<file path="src/rtl/oversampled_deserializer.sv">
// rtl/oversampled_deserializer.sv - oversampled framed serial receiver with word FIFO
// Recovers start/data/parity/stop frames from an async line and buffers good words.
module oversampled_deserializer #(
  parameter int PKT_W      = 8,
  parameter int OVERSAMPLE = 16,
  parameter int MSB_FIRST  = 1,
  parameter int PARITY     = 0,
  parameter int FIFO_DEPTH = 4
) (
  input  logic                                clock,
  input  logic                                reset_n,
  input  logic                                io_sIn,
  input  logic                                io_rdEn,
  output logic                                io_dataReady,
  output logic [PKT_W-1:0]                    io_pOut,
  output logic                                io_validOut,
  output logic                                io_frameErr,
  output logic                                io_parityErr,
  output logic                                io_overflow,
  output logic [$clog2(FIFO_DEPTH+1)-1:0]     io_count
);

  localparam int CW = $clog2(FIFO_DEPTH + 1);
  localparam int PW = $clog2(FIFO_DEPTH);
  localparam int OW = $clog2(OVERSAMPLE);
  localparam int BW = $clog2(PKT_W + 1);
  localparam logic [OW-1:0] HALF_M1  = OW'(OVERSAMPLE / 2 - 1);
  localparam logic [OW-1:0] FULL_M1  = OW'(OVERSAMPLE - 1);
  localparam logic [BW-1:0] LAST_BIT = BW'(PKT_W - 1);
  localparam logic [CW-1:0] FULL_CNT = CW'(FIFO_DEPTH);
  localparam logic          ODD      = (PARITY == 2);

  typedef enum logic [2:0] {IDLE, START, DATA, PAR, STOP, BREAK} state_t;

  state_t          state, next_state;
  logic [1:0]      sync;
  logic [1:0]      primed;
  logic            armed;
  logic            line;
  logic [OW-1:0]   os_cnt;
  logic [BW-1:0]   bit_cnt;
  logic [PKT_W-1:0] word, word_next;
  logic [PKT_W:0]  ext_msb, ext_lsb;
  logic            par_acc, par_bad;
  logic            mid;
  logic            push, frame_err_c, parity_err_c;

  logic [PKT_W-1:0] mem [FIFO_DEPTH];
  logic [PW-1:0]   wr_ptr, rd_ptr;
  logic [CW-1:0]   count;
  logic            full, pop, push_ok;

  assign line = sync[1];

  // Sync flops reset high; primed tracks when they hold real line samples, so
  // arming after reset needs a genuine high from the line.
  always_ff @(posedge clock or negedge reset_n) begin
    if (!reset_n) begin
      sync   <= 2'b11;
      primed <= 2'b00;
      armed  <= 1'b0;
    end else begin
      sync   <= {sync[0], io_sIn};
      primed <= {primed[0], 1'b1};
      if (primed[1] && line) armed <= 1'b1;
    end
  end

  assign mid = (state == START) ? (os_cnt == HALF_M1) : (os_cnt == FULL_M1);

  always_ff @(posedge clock or negedge reset_n) begin
    if (!reset_n) state <= IDLE;
    else          state <= next_state;
  end

  always_comb begin
    next_state = state;
    unique case (state)
      IDLE:    if (armed && !line) next_state = START;
      START:   if (mid) next_state = line ? IDLE : DATA;
      DATA:    if (mid && bit_cnt == LAST_BIT) next_state = (PARITY != 0) ? PAR : STOP;
      PAR:     if (mid) next_state = STOP;
      STOP:    if (mid) next_state = line ? IDLE : BREAK;
      BREAK:   if (line) next_state = IDLE;
      default: next_state = IDLE;
    endcase
  end

  always_comb begin
    push         = (state == STOP) && mid && line && !par_bad;
    parity_err_c = (state == STOP) && mid && line && par_bad;
    frame_err_c  = (state == STOP) && mid && !line;
  end

  always_comb begin
    ext_msb   = {word, line};
    ext_lsb   = {line, word};
    word_next = (MSB_FIRST != 0) ? ext_msb[PKT_W-1:0] : ext_lsb[PKT_W:1];
  end

  always_ff @(posedge clock or negedge reset_n) begin
    if (!reset_n) begin
      os_cnt  <= '0;
      bit_cnt <= '0;
      word    <= '0;
      par_acc <= 1'b0;
      par_bad <= 1'b0;
    end else begin
      if (state == IDLE || state == BREAK || mid) os_cnt <= '0;
      else                                        os_cnt <= os_cnt + 1'b1;
      if (state == IDLE) begin
        bit_cnt <= '0;
        par_acc <= 1'b0;
        par_bad <= 1'b0;
      end else if (state == DATA && mid) begin
        bit_cnt <= bit_cnt + 1'b1;
        word    <= word_next;
        par_acc <= par_acc ^ line;
      end else if (state == PAR && mid) begin
        par_bad <= par_acc ^ line ^ ODD;
      end
    end
  end

  // A pop in the same cycle frees the slot, so a push into a full FIFO still lands.
  assign full    = (count == FULL_CNT);
  assign pop     = io_rdEn && (count != '0);
  assign push_ok = push && (!full || pop);

  always_ff @(posedge clock) begin
    if (push_ok) mem[wr_ptr] <= word;
  end

  always_ff @(posedge clock or negedge reset_n) begin
    if (!reset_n) begin
      wr_ptr       <= '0;
      rd_ptr       <= '0;
      count        <= '0;
      io_pOut      <= '0;
      io_validOut  <= 1'b0;
      io_frameErr  <= 1'b0;
      io_parityErr <= 1'b0;
      io_overflow  <= 1'b0;
    end else begin
      if (push_ok) wr_ptr <= wr_ptr + 1'b1;
      if (pop) begin
        rd_ptr  <= rd_ptr + 1'b1;
        io_pOut <= mem[rd_ptr];
      end
      case ({push_ok, pop})
        2'b10:   count <= count + 1'b1;
        2'b01:   count <= count - 1'b1;
        default: count <= count;
      endcase
      io_validOut  <= pop;
      io_frameErr  <= frame_err_c;
      io_parityErr <= parity_err_c;
      io_overflow  <= push && full && !pop;
    end
  end

  assign io_dataReady = (count != '0);
  assign io_count     = count;

endmodule

</file>
<file path="config.mk">
export PLATFORM = sky130hd
export DESIGN_NAME = oversampled_deserializer
export DESIGN_NICKNAME = d
export VERILOG_FILES = /design/src/rtl/oversampled_deserializer.sv
export SDC_FILE = /design/constraint.sdc
export NUM_CORES = 1
export LEC_CHECK = 0
export CORE_MARGIN = 1.5
export CORE_UTILIZATION = 40
export DETAILED_ROUTE_END_ITERATION = 7
export PLACE_DENSITY = 0.63
export REMOVE_ABC_BUFFERS = 1
export SETUP_SLACK_MARGIN = 0.02
export SLEW_MARGIN = 20
export SYNTH_ARGS = -nofsm -noshare
export SYNTH_HDL_FRONTEND = slang
export SYNTH_SLANG_ARGS = --single-unit
</file>
<file path="constraint.sdc">
create_clock -name clock -period 2.8 [get_ports clock]
set_input_delay 0.84 -clock clock [delete_from_list [all_inputs] [get_ports clock]]
set_output_delay 0.84 -clock clock [all_outputs]
set_load 0.1 [all_outputs]
</file>
==> metrics.yaml, run 1 <==
ir_drop_uv: 736
synth_top_family_by_area: "multiplexers"
syn_inst: 206
power_switching_share_pct: 40.0
finalWeightedCongestion: 0.815
synthAdderAreaFrac_pct: 3.40
synthesis.area_um2: 3160
seqPwrFrac_pct: 41.3
cp.required_ns: 3.07
final_hold_viol_count: 0
drc: 0
wirelength_mm: 4.87
io_buffer_count: 19
internal_power_mw: 2.14
ys_seq_area_share_pct: 66.1
hold_path_class: "reg -> reg"
yosysTopAreaCellShare_pct: 34.0
cts-htree-levels: 3
postRouteAntennaNets: 0
rows: 32
synth_xor_xnor_area_share_pct: 3.60
grtUsageTotal_pct: 13.6
cts_resized: 0
gr-total-overflow: 0
synth_commonest_cells: "dfrtp_1 (43), edfxtp_1 (32), mux2_2 (16)"
cts_inserted_buffers: 9
finalCriticalPeriod_ns: 2.56
grt_pass1_vias: 1718
first_pass_iters: 4
synth_edf_count: 32
synth.avg_cell_area_um2: 15.4
yosys.area.top_type: "dfrtp_1"
yosys.area_share.simple_pct: 8.86
cp-start-kind: "input pin"
crit_fanout: 2
num-nets-final: 246
core_area_um2: 7690
diodes: 0
dp_hpwl_mm: 3.18
clk_latency_ns: 0.35
postCtsSetupBuffers: 0
synthFlopType: "dfrtp_1"
wl_per_cell_um: 14.3
setup_viol: 0
worst_hold_slack_ns: 0.363
p_comb_share_pct: 33.4
worst_slew_margin_rel_pct: 59.2
grt_setup_unrepaired: "false"
grt_max_degree: 25
cp-end-kind: "flop"
ff_latch_area_um2: 2090
die_w_um: 91.9
grt_pass1_wl_mm: 8.48
status: "completed"
avgViaCountPerCell: 4.89
async_flop_share_pct: 58.4
clockBufferDepth: 2
multi_input_area_um2: 983
antenna_found_initial: 0
ys_warn_count: 0
cellPowerDensity_nw_per_um2: 979
timing_worst_setup_path_type: "in -> reg"
die_y_um: 91.9
cp_data_arrival_time_ns: 2.83
cts_tree: "built"
yosys-top-cells-area: "dfrtp_1 (34%), edfxtp_1 (30%), mux2_2 (5.7%), mux4_2 (5.7%), ha_1 (2.8%)"
yosysMostFrequentCell: "dfrtp_1"
p_leak_nw: 1.61
p_switching_mw: 1.43
clkSinkCount: 77
die_area_um2: 8450
post-route-period-util_pct: 91.5
pwr-share-clk_pct: 25.3
clkTransAtPathRegs_ns: 0.08
drv_cap: 0
drt_first_iter_violations: 71
clock.fmax_ghz: 0.390
start_util_pct: 41.1
synth.area.mux_share_pct: 12.5
layout-drive-gt1-share_pct: 28.9
cts-root-buf: "clkbuf_8"
tightest_slew_ns: 0.612
fin_skew_ns: 0.0104
fill_cells: 711
drv_slew: 0
area_growth_pct: 15.0
ys_types: 42
synth_compound_area_share_pct: 2.61
final_util_pct: 47.3
io_pins: 20
cts-hold-fix-buffers: 0
ys_ff_latch: 77
vias: 1668
-- final cells by class --
| cell class | count | area share, % |
|---|---|---|
| sequential | 77 | 57.4 |
| multi-input combinational | 112 | 27.0 |
| timing repair buffer | 25 | 5.23 |
| clock buffer | 11 | 3.61 |
| tap | 102 | 3.51 |
| clock inverter | 5 | 2.27 |
| inverter | 9 | 0.928 |
-- layout by cell type, fill, tap and decap left out, types with 2 or more instances in the layout --
| master | instances |
|---|---|
| mux2i_1 | 2 |
| ha_1 | 7 |
| inv_1 | 9 |
| nand2_1 | 11 |
| mux4_2 | 8 |
| bufinv_16 | 2 |
| dfrtp_1 | 43 |
| mux2_2 | 16 |
| clkdlybuf4s50_1 | 2 |
| o2111ai_1 | 2 |
| buf_4 | 22 |
| nor2_1 | 11 |
| o21ai_0 | 3 |
| nand3_1 | 8 |
| edfxtp_1 | 32 |
| xnor2_1 | 5 |
| a21oi_1 | 2 |
| clkbuf_1 | 2 |
| nor2b_1 | 2 |
| xor2_1 | 8 |
| and2_1 | 3 |
| clkbuf_8 | 9 |
| and3_1 | 4 |
| dfstp_2 | 2 |
-- power groups by stage --
stage | Clock [mW] | Sequential (mW) | Combinational [mW]
3_5_place_dp | 0 | 1.50 | 1.20
3_3_place_gp | 0 | 1.50 | 1.18
5_1_grt | 0.979 | 1.50 | 1.25
2_1_floorplan | 0 | 2.04 | 0.375
4_1_cts | 0.929 | 1.48 | 1.20
6_report | 0.900 | 1.47 | 1.19
-- kinds of logic after synthesis --
group / Yosys count
AOI/OAI and AO/OA: 12
muxes: 27
other: 1
DFF: 77
buffers and inverters: 17
adders and majority gates: 8
xor gates and xnor gates: 13
and+or+nand+nor: 51
-- layer usage --
layer,share of wire [%],vias up,track usage (%)
met2,48,26,20.6
met1,46,839,17.3
met5,0,-,0
met3,3.9,10,4.31
li1,-,793,-
met4,2.2,0,7.31
-- flip-flops by register name, summed over array words and instances (netlist names) --
| register | flops |
|---|---|
| armed | 1 |
| bit_cnt | 4 |
| io_count | 3 |
| io_frameErr | 1 |
| io_overflow | 1 |
| io_pOut | 8 |
| io_parityErr | 1 |
| io_validOut | 1 |
| mem | 32 |
| os_cnt | 4 |
| par_acc | 1 |
| par_bad | 1 |
| primed | 2 |
| rd_ptr | 2 |
| state | 3 |
| sync | 2 |
| word | 8 |
| wr_ptr | 2 |
-- worst paths after layout --
kind                            slack, ns  cells past startpoint       from          end
worst min-delay path                 0.36                      0    sync[0]      sync[1]
worst max-delay path                 0.24                     10    io_rdEn  io_count[2]
min in group asynchronous            0.49                      1    reset_n   io_pOut[5]
worst min register to register       0.36                      0    sync[0]      sync[1]
worst max register to register       0.49                     11  os_cnt[0]  io_count[2]
max in group asynchronous            1.63                      2    reset_n      sync[1]
-- stage by stage --
stage	setup slack, ns	instances	TNS (ns)	cell area [um^2]	power (mW)
final	0.239	341	0	3640	3.56
after global routing	0.109	341	0	3640	3.73
after floorplan	-0.433	198	-0.672	3110	2.42
after detailed placement	-0.117	325	-0.117	3420	2.70
after CTS	0.266	341	0	3640	3.61
after global placement	-0.0373	325	-0.0373	3420	2.68
-- critical path, stage by stage --
cell	delay [ns]
clkdlybuf4s50_1	0.42
nor4b_1	0.29
and3b_1	0.23
inv_1	0.06
ha_1	0.15
inv_1	0.05
fa_1	0.37
xor2_1	0.15
nor2_1	0.11
xor2_1	0.16
Power figures use the tool's default switching activity.
==> run 2: changes to the inputs <==
--- a/config.mk
+++ b/config.mk
@@ -5,6 +5,7 @@
 export SDC_FILE = /design/constraint.sdc
 export NUM_CORES = 1
 export LEC_CHECK = 0
+export CAP_MARGIN = 0
 export CORE_MARGIN = 1.5
 export CORE_UTILIZATION = 40
 export DETAILED_ROUTE_END_ITERATION = 7
@@ -15,3 +16,4 @@
 export SYNTH_ARGS = -nofsm -noshare
 export SYNTH_HDL_FRONTEND = slang
 export SYNTH_SLANG_ARGS = --single-unit
+export TNS_END_PERCENT = 50
==> results of run 2 <==
Final layout, timing and power as in run 1 (identical DEF).
